`config.mk`:
```
export PLATFORM = sky130hd
export DESIGN_NAME = wb_rr_interconnect
export DESIGN_NICKNAME = d
export VERILOG_FILES = /design/src/rtl/wb_rr_interconnect.sv
export SDC_FILE = /design/constraint.sdc
export NUM_CORES = 1
export LEC_CHECK = 0
export BUFFER_PORTS_ARGS = -buffer_cell sky130_fd_sc_hd__buf_4
export CORE_AREA = 5 5 327 329
export CTS_CLUSTER_SIZE = 12
export DETAILED_ROUTE_END_ITERATION = 10
export DIE_AREA = 0 0 332 334
export GPL_TIMING_DRIVEN = 0
export HOLD_SLACK_MARGIN = 0.06
export SLEW_MARGIN = 15
export SYNTH_ARGS = -nofsm -noshare
export SYNTH_HDL_FRONTEND = slang
export SYNTH_SLANG_ARGS = --single-unit
```
`constraint.sdc`:
```
create_clock -name i_clk -period 3.2 [get_ports i_clk]
set_clock_uncertainty 0.1 [all_clocks]
set_input_delay 0.16 -clock i_clk [delete_from_list [all_inputs] [get_ports i_clk]]
set_output_delay 0.16 -clock i_clk [all_outputs]
set_load 0.005 [all_outputs]
```
`src/rtl/wb_rr_interconnect.sv`:
```
// Shared-bus Wishbone interconnect: round-robin arbitration among N masters and
// address decode (adr[31:28]) to N slaves. Unmapped accesses and stalled slaves
// are terminated with an ERR_DATA acknowledge.
module wb_rr_interconnect #(
  parameter int                   N_MASTERS = 4,
  parameter int                   N_SLAVES  = 4,
  parameter int                   WB_DWIDTH = 32,
  parameter int                   WB_SWIDTH = 4,
  parameter int                   TIMEOUT   = 255,
  parameter logic [WB_DWIDTH-1:0] ERR_DATA  = 32'hDEAD_BEEF
) (
  input  logic                            i_clk,
  input  logic                            i_arst,
  input  logic [N_MASTERS*32-1:0]         i_m_wb_adr,
  input  logic [N_MASTERS*WB_SWIDTH-1:0]  i_m_wb_sel,
  input  logic [N_MASTERS-1:0]            i_m_wb_we,
  input  logic [N_MASTERS-1:0]            i_m_wb_cyc,
  input  logic [N_MASTERS-1:0]            i_m_wb_stb,
  input  logic [N_MASTERS*WB_DWIDTH-1:0]  i_m_wb_dat,
  output logic [N_MASTERS*WB_DWIDTH-1:0]  o_m_wb_dat,
  output logic [N_MASTERS-1:0]            o_m_wb_ack,
  output logic [N_SLAVES*32-1:0]          o_s_wb_adr,
  output logic [N_SLAVES*WB_SWIDTH-1:0]   o_s_wb_sel,
  output logic [N_SLAVES*WB_DWIDTH-1:0]   o_s_wb_dat,
  output logic [N_SLAVES-1:0]             o_s_wb_we,
  output logic [N_SLAVES-1:0]             o_s_wb_cyc,
  output logic [N_SLAVES-1:0]             o_s_wb_stb,
  input  logic [N_SLAVES*WB_DWIDTH-1:0]   i_s_wb_dat,
  input  logic [N_SLAVES-1:0]             i_s_wb_ack,
  output logic                            o_timeout,
  output logic [N_MASTERS-1:0]            o_grant,
  output logic [1:0]                      dbg_state
);

  // Handshake: a slave transfer completes in any cycle where the owner has
  // cyc&stb high and the decoded slave returns ack; ack/dat pass through
  // combinationally, so the owner sees the slave's ack in the same cycle.

  localparam int MW = $clog2(N_MASTERS);
  localparam int CW = $clog2(TIMEOUT + 1);

  typedef enum logic [1:0] {
    IDLE = 2'd0,
    OWN  = 2'd1,
    ERR  = 2'd2
  } state_t;

  state_t                 state_q, state_d;
  logic [MW-1:0]          owner_q, owner_d;
  logic [MW-1:0]          winner, idx;
  logic                   found;
  logic [N_MASTERS-1:0]   grant_q, grant_d;
  logic [CW-1:0]          cnt_q, cnt_d;
  logic                   to_q, to_d;

  logic [31:0]            own_adr;
  logic [WB_SWIDTH-1:0]   own_sel;
  logic [WB_DWIDTH-1:0]   own_dat;
  logic                   own_we, own_cyc, own_stb;
  logic [3:0]             slv;
  logic                   mapped;
  logic [WB_DWIDTH-1:0]   slv_dat;
  logic                   slv_ack;

  // Owner bus mux; owner_q also serves as the last owner for rotation.
  always_comb begin
    own_adr = '0;
    own_sel = '0;
    own_dat = '0;
    own_we  = 1'b0;
    own_cyc = 1'b0;
    own_stb = 1'b0;
    for (int m = 0; m < N_MASTERS; m++) begin
      if (owner_q == MW'(m)) begin
        own_adr = i_m_wb_adr[m*32 +: 32];
        own_sel = i_m_wb_sel[m*WB_SWIDTH +: WB_SWIDTH];
        own_dat = i_m_wb_dat[m*WB_DWIDTH +: WB_DWIDTH];
        own_we  = i_m_wb_we[m];
        own_cyc = i_m_wb_cyc[m];
        own_stb = i_m_wb_stb[m];
      end
    end
  end

  assign slv    = own_adr[31:28];
  assign mapped = ({28'd0, slv} < 32'(N_SLAVES));

  always_comb begin
    slv_dat = '0;
    slv_ack = 1'b0;
    for (int s = 0; s < N_SLAVES; s++) begin
      if (slv == 4'(s)) begin
        slv_dat = i_s_wb_dat[s*WB_DWIDTH +: WB_DWIDTH];
        slv_ack = i_s_wb_ack[s];
      end
    end
  end

  // Round-robin search starting one past the previous owner.
  always_comb begin
    winner = '0;
    idx    = '0;
    found  = 1'b0;
    for (int i = 1; i <= N_MASTERS; i++) begin
      idx = MW'((int'(owner_q) + i) % N_MASTERS);
      if (!found && i_m_wb_cyc[idx]) begin
        winner = idx;
        found  = 1'b1;
      end
    end
  end

  always_comb begin
    state_d = state_q;
    owner_d = owner_q;
    cnt_d   = '0;
    to_d    = 1'b0;
    case (state_q)
      IDLE: begin
        if (found) begin
          state_d = OWN;
          owner_d = winner;
        end
      end
      OWN: begin
        if (!own_cyc) begin
          state_d = IDLE;
        end else if (own_stb && !mapped) begin
          state_d = ERR;
        end else if (own_stb && !slv_ack) begin
          // Last permitted wait cycle: slave stb was visible TIMEOUT cycles.
          if (cnt_q == CW'(TIMEOUT - 1)) begin
            state_d = ERR;
            to_d    = 1'b1;
          end else begin
            cnt_d = cnt_q + CW'(1);
          end
        end
      end
      ERR:     state_d = OWN;
      default: state_d = IDLE;
    endcase
    for (int m = 0; m < N_MASTERS; m++) begin
      grant_d[m] = (state_d != IDLE) && (owner_d == MW'(m));
    end
  end

  always_ff @(posedge i_clk or posedge i_arst) begin
    if (i_arst) begin
      state_q <= IDLE;
      owner_q <= MW'(N_MASTERS - 1);
      grant_q <= '0;
      cnt_q   <= '0;
      to_q    <= 1'b0;
    end else begin
      state_q <= state_d;
      owner_q <= owner_d;
      grant_q <= grant_d;
      cnt_q   <= cnt_d;
      to_q    <= to_d;
    end
  end

  // Routing is purely combinational from the registered state.
  always_comb begin
    o_s_wb_adr = '0;
    o_s_wb_sel = '0;
    o_s_wb_dat = '0;
    o_s_wb_we  = '0;
    o_s_wb_cyc = '0;
    o_s_wb_stb = '0;
    o_m_wb_dat = '0;
    o_m_wb_ack = '0;
    if (state_q == OWN && mapped) begin
      for (int s = 0; s < N_SLAVES; s++) begin
        if (slv == 4'(s)) begin
          o_s_wb_adr[s*32 +: 32]               = own_adr;
          o_s_wb_sel[s*WB_SWIDTH +: WB_SWIDTH] = own_sel;
          o_s_wb_dat[s*WB_DWIDTH +: WB_DWIDTH] = own_dat;
          o_s_wb_we[s]                         = own_we;
          o_s_wb_cyc[s]                        = own_cyc;
          o_s_wb_stb[s]                        = own_cyc & own_stb;
        end
      end
    end
    for (int m = 0; m < N_MASTERS; m++) begin
      if (owner_q == MW'(m)) begin
        if (state_q == OWN && mapped) begin
          o_m_wb_dat[m*WB_DWIDTH +: WB_DWIDTH] = slv_dat;
          o_m_wb_ack[m]                        = slv_ack & own_cyc & own_stb;
        end else if (state_q == ERR) begin
          o_m_wb_dat[m*WB_DWIDTH +: WB_DWIDTH] = ERR_DATA;
          o_m_wb_ack[m]                        = 1'b1;
        end
      end
    end
  end

  assign o_timeout = to_q;
  assign o_grant   = grant_q;
  assign dbg_state = state_q;

endmodule
```
==> metrics.log, run 1 <==
[metrics] # fillers: 11.6k
[metrics] Wirelength per Cell: 26.1 um
[metrics] number of setup violations in the final report: 175
[metrics] initial antenna violation count: 24
[metrics] crit share post-route: 104%
[metrics] vias post-DR: 12.8k
[metrics] core footprint: 0.103 mm^2
[metrics] clock tree sinks: 17
[metrics] fmax: 0.302 GHz
[metrics] nets: 2449
[metrics] Port Buffer Count: 827
[metrics] Inserted Clock Buffers: 3
[metrics] ratio of routed vias to standard cells: 3.75
[metrics] pin count of the biggest net entering global routing: 18
[metrics] count of standard-cell rows: 118
[metrics] die extent in x: 332 um
[metrics] count of different cell masters after synthesis: 67
[metrics] final worst path period need: 3.32 ns
[metrics] post-detailed-placement cell area: 0.0148 mm^2
[metrics] actual slew at the worst max-slew pin: 0.900 ns
[metrics] worst-case clock buffer depth: 2
[metrics] asr flop ratio synth: 100%
[metrics] synthesized flop and latch total: 17
[metrics] half-perimeter wire length of the detailed placement result: 76500 um
[metrics] share of synthesized area occupied by flip-flops and latches: 6.40%
[metrics] final core occ: 18.6%
[metrics] EDFF count, synth: 0
[metrics] most instantiated cells after synthesis: sky130_fd_sc_hd__nor2_1, sky130_fd_sc_hd__a21oi_1, sky130_fd_sc_hd__nor3_1
[metrics] Final Hold Fails: 0
[metrics] Avg Cell Area, Syn: 6.36 um^2
[metrics] H-tree depth: 1
[metrics] starting density of the core: 6.48%
[metrics] post-placement setup slack: -2.34 ns
[metrics] critical path data required time: 2.94 ns
[metrics] power per standard cell area: 1180 mW/mm^2
[metrics] Final GP Congestion: 0.965
[metrics] area of the mapped netlist: 0.00669 mm^2
[metrics] setup slack of the critical path after layout: -0.115 ns
[metrics] wire length of the first global-routing pass: 111000 um
[metrics] number of I/O pins: 841
[metrics] area of the die: 0.111 mm^2
[metrics] latest clock arrival within the worst-skew pair: 0.25 ns
[metrics] count of pins over their slew limit: 0
[metrics] post-route worst hold slack: 0.294 ns
[metrics] most instantiated library cell after synthesis: sky130_fd_sc_hd__nor2_1
[metrics] static power due to leakage: 8.47 nW
[metrics] peak supply drop: 0.962 mV
[metrics] die span in y: 334 um
[metrics] clock input transition at the sequential cells of the worst setup and hold paths: 0.05 ns
[metrics] violated checks: setup timing
[metrics] Iter 0 DRT Violations: 774
[metrics] top cell type's share of synthesized area: 15.6%
[metrics] type of destination of the critical path: primary output
[metrics] Detail Route Antenna Nets: 0
[metrics] Final Cell Area: 0.0192 mm^2
[metrics] vias in the first global route: 12.5k
[metrics] crit path max fanout: 8
[metrics] library cell used as clock root buffer: sky130_fd_sc_hd__clkbuf_16
[metrics] Remaining Overflow, GRT: 0
[metrics] crit start category: flop
[metrics] Synth warnings: 0
[metrics] dominant cells by area after synthesis: sky130_fd_sc_hd__nor2_1, sky130_fd_sc_hd__a21oi_1, sky130_fd_sc_hd__a221oi_1
[metrics] worst slew margin relative to its limit: 40.0%
[metrics] total power: 0.0225 W
[metrics] maxcap violations: 0
[metrics] remaining routing DRC violations: 0
[metrics] area added between synthesis and finish: 187%
[metrics] global router's overall resource usage: 14.4%
[metrics] RSZ-0062 raised after global routing: yes
[metrics] top cell type by total area after synthesis: sky130_fd_sc_hd__nor2_1
[metrics] path type of the worst min-delay path: input pin to flop
[metrics] Synth Flop Type: sky130_fd_sc_hd__dfrtp_1
[metrics] wire length after detailed routing: 88900 um
[metrics] first drt pass iteration count: 5
[metrics] gate count of the mapped netlist: 1051
[metrics] Arr. time, crit path: 3.06 ns
[metrics] Crit Path Class: flop to primary output
[metrics] proportion of layout cells with a drive suffix above 1: 70.9%
[metrics] clock tree from TritonCTS: yes
[metrics] status: finished, violations left
state kept, by name, summed over array words and instances (netlist names):
| signal | cells |
|---|---|
| owner_q | 2 |
| cnt_q | 8 |
| o_timeout | 1 |
| dbg_state | 2 |
| o_grant | 4 |
per-layer routing:
metal | vias to the layer above | share of wire, % | global-route usage (%) | routed length, um
met2 | 768 | 50 | 25.8 | 44000
li1 | 5729 | - | - | -
met4 | 14 | 3.0 | 2.67 | 2640
met5 | - | 0.092 | 0 | 82
met1 | 6176 | 39 | 17.4 | 34800
met3 | 102 | 8.2 | 3.82 | 7300
logic make-up (layout without fill, tap and decap cells):
kind of cell,Yosys count,after routing,synth area share [%]
buffers and inverters,137,1099,10.3
multiplexers,40,40,6.68
AND/OR/NAND/NOR,524,524,36.6
AO/OA/AOI/OAI,320,320,38.0
flip-flops,17,17,6.40
adder cells (fa/ha/maj),6,6,1.12
other,1,19,0.0561
XOR/XNOR,6,6,0.786
worst paths after layout:
| check | to | from | slack [ns] | cells past startpoint |
|---|---|---|---|---|
| setup reg to reg | o_timeout | owner_q[1] | 0.10 | 9 |
| hold / removal | owner_q[1] | i_m_wb_cyc[1] | 0.29 | 4 |
| setup / recovery | o_m_wb_dat[42] | owner_q[1] | -0.12 | 13 |
| min in group asynchronous | o_grant[1] | i_arst | 0.49 | 3 |
| max in group asynchronous | cnt_q[3] | i_arst | 2.06 | 3 |
| hold reg to reg | cnt_q[0] | cnt_q[0] | 0.39 | 1 |
power by group:
part / switching [W] / internal, W
sequential: 0.0000493 / 0.000270
clock: 0.0000888 / 0.000167
combinational: 0.0126 / 0.00932
cell type report:
class / count / area, um^2 / share of cell area, %
Clock inverter: 1 / 5.00 / 0.0261
Inverter: 12 / 57.6 / 0.300
Clock buffer: 3 / 75.1 / 0.392
Sequential cell: 17 / 428 / 2.23
Timing Repair Buffer: 962 / 8150 / 42.6
Tap cell: 1380 / 1730 / 9.01
Multi-Input combinational cell: 908 / 7510 / 39.2
Buffer: 121 / 1190 / 6.21
Antenna cell: 7 / 17.5 / 0.0914
per-stage QoR:
| stage | cells | TNS, ns |
|---|---|---|
| after floorplan | 1062 | 0 |
| after global placement | 3269 | -569.08 |
| after detailed placement | 3280 | -506.10 |
| after CTS | 3368 | -16.75 |
| after global routing | 3407 | -25.51 |
| final | 3411 | -6.80 |
repair_timing:
action	4_1_cts	5_1_grt
cloned	2	8
hold buffers	1	0
setup buffers	82	31
pin swaps	57	63
endpoints found under the hold margin	15	0
resized for setup	408	292
endpoints found under the setup margin	419	402
cell usage in the layout, fill, tap and decap left out, types with 9 or more instances in the layout:
cell / n
sky130_fd_sc_hd__nor2b_1: 67
sky130_fd_sc_hd__nand2_1: 10
sky130_fd_sc_hd__a21oi_4: 39
sky130_fd_sc_hd__buf_6: 66
sky130_fd_sc_hd__conb_1: 12
sky130_fd_sc_hd__a221oi_4: 23
sky130_fd_sc_hd__a21oi_2: 55
sky130_fd_sc_hd__nor2_4: 37
sky130_fd_sc_hd__and3_1: 22
sky130_fd_sc_hd__clkbuf_2: 25
sky130_fd_sc_hd__mux2_4: 19
sky130_fd_sc_hd__inv_1: 9
sky130_fd_sc_hd__buf_12: 59
sky130_fd_sc_hd__nor3_2: 20
sky130_fd_sc_hd__clkbuf_1: 12
sky130_fd_sc_hd__a21oi_1: 76
sky130_fd_sc_hd__a221oi_1: 50
sky130_fd_sc_hd__nor2_2: 54
sky130_fd_sc_hd__nor2_1: 188
sky130_fd_sc_hd__buf_4: 880
sky130_fd_sc_hd__a221oi_2: 17
sky130_fd_sc_hd__nand2_2: 12
sky130_fd_sc_hd__clkbuf_16: 13
sky130_fd_sc_hd__buf_8: 11
sky130_fd_sc_hd__dfrtp_1: 15
sky130_fd_sc_hd__nor3_1: 52
critical path, stage by stage (launching register included):
cell and delay (ns):
sky130_fd_sc_hd__dfstp_2 0.56, sky130_fd_sc_hd__buf_8 0.12, sky130_fd_sc_hd__inv_8 0.04, sky130_fd_sc_hd__ha_4 0.20
sky130_fd_sc_hd__a211o_1 0.31, sky130_fd_sc_hd__o211ai_4 0.19, sky130_fd_sc_hd__buf_12 0.18, sky130_fd_sc_hd__buf_12 0.13
sky130_fd_sc_hd__mux2_4 0.31, sky130_fd_sc_hd__a221oi_4 0.26, sky130_fd_sc_hd__buf_12 0.17, sky130_fd_sc_hd__buf_6 0.11
sky130_fd_sc_hd__a21oi_2 0.05, sky130_fd_sc_hd__buf_4 0.15
Power figures use the tool's default switching activity.
==> inputs of run 2 (changes only) <==
- CORE_AREA: 5 5 327 329 -> 5 5 328 330
- DIE_AREA: 0 0 332 334 -> 0 0 333 335
- GPL_ROUTABILITY_DRIVEN: unset -> 0
- clock period: 3.2 -> 4 ns (I/O delays scaled with it)
==> metrics.log, run 2 (synthesis gave the netlist of run 1 again) <==
[metrics] proportion of layout cells with a drive suffix above 1: 56.3% (-15 points)
[metrics] minimum setup slack among reg-to-reg paths: 0.60 ns (+0.50 ns)
[metrics] number of I/O pins: 841 (unchanged)
[metrics] Largest register FFs: 8 (unchanged)
[metrics] static power due to leakage: 7.10 nW (-16%)
[metrics] fmax: 0.252 GHz
[metrics] Port Buffer Count: 827 (unchanged)
[metrics] startpoint of the most critical register-to-register path: owner_q[1]
[metrics] Final Hold Fails: 0 (unchanged)
[metrics] Inserted Clock Buffers: 3 (unchanged)
[metrics] Worst path depth: 12 (-1)
[metrics] latest clock arrival within the worst-skew pair: 0.25 ns (about the same)
[metrics] number of placed instances with taps included: 3283 (+0.091%)
[metrics] most numerous cell on the critical path: sky130_fd_sc_hd__buf_6
[metrics] global router's overall resource usage: 14.1% (-0.32 points)
[metrics] critical path launch point: owner_q[1]
[metrics] number of setup violations in the final report: 0 (-100%)
[metrics] critical path's largest stage delay: 0.55 ns (about the same)
[metrics] Iter 0 DRT Violations: 801 (+3.5%)
[metrics] critical path data required time: 3.70 ns (+0.76 ns)
[metrics] CP top delay family: buffers and inverters
[metrics] crit path max fanout: 11 (+3)
[metrics] die span in y: 335 um (+0.30%)
[metrics] clock input transition at the sequential cells of the worst setup and hold paths: 0.05 ns (about the same)
[metrics] pin count of the biggest net entering global routing: 18 (unchanged)
[metrics] Reg2Reg Depth: 9 (unchanged)
[metrics] Arr. time, crit path: 3.67 ns (+0.61 ns)
[metrics] Metal-1 WL: 34600 um (-0.60%)
[metrics] initial antenna violation count: 28 (+17%)
[metrics] remaining routing DRC violations: 0 (unchanged)
[metrics] Remaining Overflow, GRT: 0 (unchanged)
[metrics] most frequent cells in the layout: sky130_fd_sc_hd__buf_4, sky130_fd_sc_hd__nor2_1, sky130_fd_sc_hd__a21oi_1
[metrics] peak supply drop: 0.693 mV (-28%)
[metrics] critical path, cell by cell: clkbuf_2 -> inv_1 -> ha_4 -> buf_6 -> nor2b_4 -> buf_6 -> clkbuf_8 -> a221oi_4 -> nor3_1 -> a21oi_1 -> nor2_1 -> buf_4
[metrics] Wirelength per Cell: 25.8 um (-0.88%)
[metrics] path type of the worst min-delay path: input pin to flop
[metrics] core footprint: 0.105 mm^2 (+1.3%)
[metrics] first drt pass iteration count: 5 (unchanged)
[metrics] library cell used as clock root buffer: sky130_fd_sc_hd__clkbuf_16
[metrics] wire length of the first global-routing pass: 108000 um (-2.7%)
[metrics] count of standard-cell rows: 119 (+0.85%)
[metrics] count of pins over their slew limit: 0 (unchanged)
[metrics] vias post-DR: 12.1k (-5.2%)
[metrics] type of destination of the critical path: primary output
[metrics] most common library cell in the layout ignoring fill and taps: sky130_fd_sc_hd__buf_4
[metrics] maxcap violations: 0 (unchanged)
[metrics] capture point of the critical path: o_s_wb_dat[49]
[metrics] worst-case clock buffer depth: 2 (unchanged)
[metrics] crit share post-route: 99.4%
[metrics] H-tree depth: 1 (unchanged)
[metrics] Crit Path Class: flop to primary output
[metrics] final worst path period need: 3.97 ns
[metrics] highest-delay cell along the critical path: sky130_fd_sc_hd__dfstp_2
[metrics] total negative setup slack: 0 ns (+6.80 ns)
[metrics] die extent in x: 333 um (+0.30%)
[metrics] actual slew at the worst max-slew pin: 1.03 ns (+0.126 ns)
[metrics] half-perimeter wire length of the detailed placement result: 76600 um (+0.11%)
[metrics] met2 routed wirelength: 41500 um (-5.7%)
[metrics] power per standard cell area: 849 mW/mm^2 (-28%)
[metrics] RSZ-0062 raised after global routing: yes
[metrics] uppermost metal layer occupied by signal nets: met5
[metrics] area of the die: 0.112 mm^2 (+0.60%)
[metrics] status: complete, no violations
[metrics] ratio of routed vias to standard cells: 3.66 (-2.3%)
[metrics] Worst Path Buf+Inv: 6 (-1)
[metrics] wire length after detailed routing: 85500 um (-3.8%)
[metrics] total met3 wirelength after detailed routing: 7460 um (+2.2%)
[metrics] crit start category: flop
[metrics] vias in the first global route: 12.0k (-3.5%)
[metrics] worst slew margin relative to its limit: 31.6% (-8.4 points)
[metrics] Post-Layout Cell Count: 3310 (-3.0%)
[metrics] area added between synthesis and finish: 133%
[metrics] Worst Hold Path Cells: 4 (unchanged)
[metrics] clock tree from TritonCTS: yes
[metrics] clock tree sinks: 17 (unchanged)
[metrics] nets: 2334 (-4.7%)
[metrics] Detail Route Antenna Nets: 0 (unchanged)
[metrics] post-route worst hold slack: 0.342 ns (+0.0480 ns)
[metrics] register containing the most flip-flops in the final layout: cnt_q
[metrics] starting density of the core: 6.40% (-0.082 points)
[metrics] reg-to-reg endpoint: cnt_q[7]
==> run 2: cell count changes in the layout (fill, tap and decap cells not counted), sizes merged <==
| cell | delta |
|---|---|
| buf | -127 |
| clkbuf | +12 |
| diode | +3 |
==> run 2: tightest hold or removal path, cell delays in order <==
cell,delay [ns]
sky130_fd_sc_hd__buf_6,0.11
sky130_fd_sc_hd__o41ai_1,0.10
sky130_fd_sc_hd__nor2_1,0.13
sky130_fd_sc_hd__a211oi_2,0.14
==> run 2: layer usage <==
| metal | vias up | track usage, % |
|---|---|---|
| li1 | 5498 | - |
| met1 | 5772 | 17.3 |
| met2 | 753 | 24.8 |
| met3 | 81 | 4.21 |
| met4 | 16 | 2.13 |
| met5 | - | 0 |
==> run 2: area by class of cell <==
type | instances | area, um^2
diodes | 10 | 25.0
repair buffers | 844 | 6420
clock buffers | 3 | 75.1
well taps | 1391 | 1740
flip-flops and latches | 17 | 428
inverters | 12 | 45.0
multi-input cells | 908 | 6090
clock inverters | 1 | 5.00
plain buffers | 124 | 727
fillers | 12110 | 89000
==> run 2: repair_timing <==
item | CTS | global route
cloned | 0 | 0
resized for setup | 96 | 44
endpoints found under the hold margin | 15 | 0
hold buffers | 1 | 0
pin swaps | 6 | 12
endpoints found under the setup margin | 410 | 217
buffers inserted | 3 | 10
==> run 2: where the power goes <==
group          switching, W  internal [W]
Clock             0.0000737      0.000134
Combinational       0.00849       0.00425
Sequential        0.0000406      0.000216
==> run 2: stage by stage <==
stage / util [%] / power, W / area, um^2 / setup WS [ns]
finish: 14.9 / 0.0132 / 15600 / 0.0259
global route: 14.9 / 0.0141 / 15500 / -0.0816
CTS: 14.6 / 0.0132 / 15300 / -0.00174
detailed placement: 14.1 / 0.0124 / 14800 / -1.58
global placement: 14.0 / 0.0123 / 14700 / -1.62
floorplan: - / 0.00584 / 6730 / 0.990
==> run 2: worst min path at each step <==
stage,startpoint,endpoint,slack [ns]
finish,i_m_wb_cyc[1],owner_q[1],0.34
global route,i_m_wb_cyc[1],owner_q[1],0.36
global placement,i_arst,o_grant[1],0.25
detailed placement,i_arst,o_grant[0],0.28
CTS,i_m_wb_cyc[1],owner_q[1],0.32
floorplan,i_arst,cnt_q[0],0.02
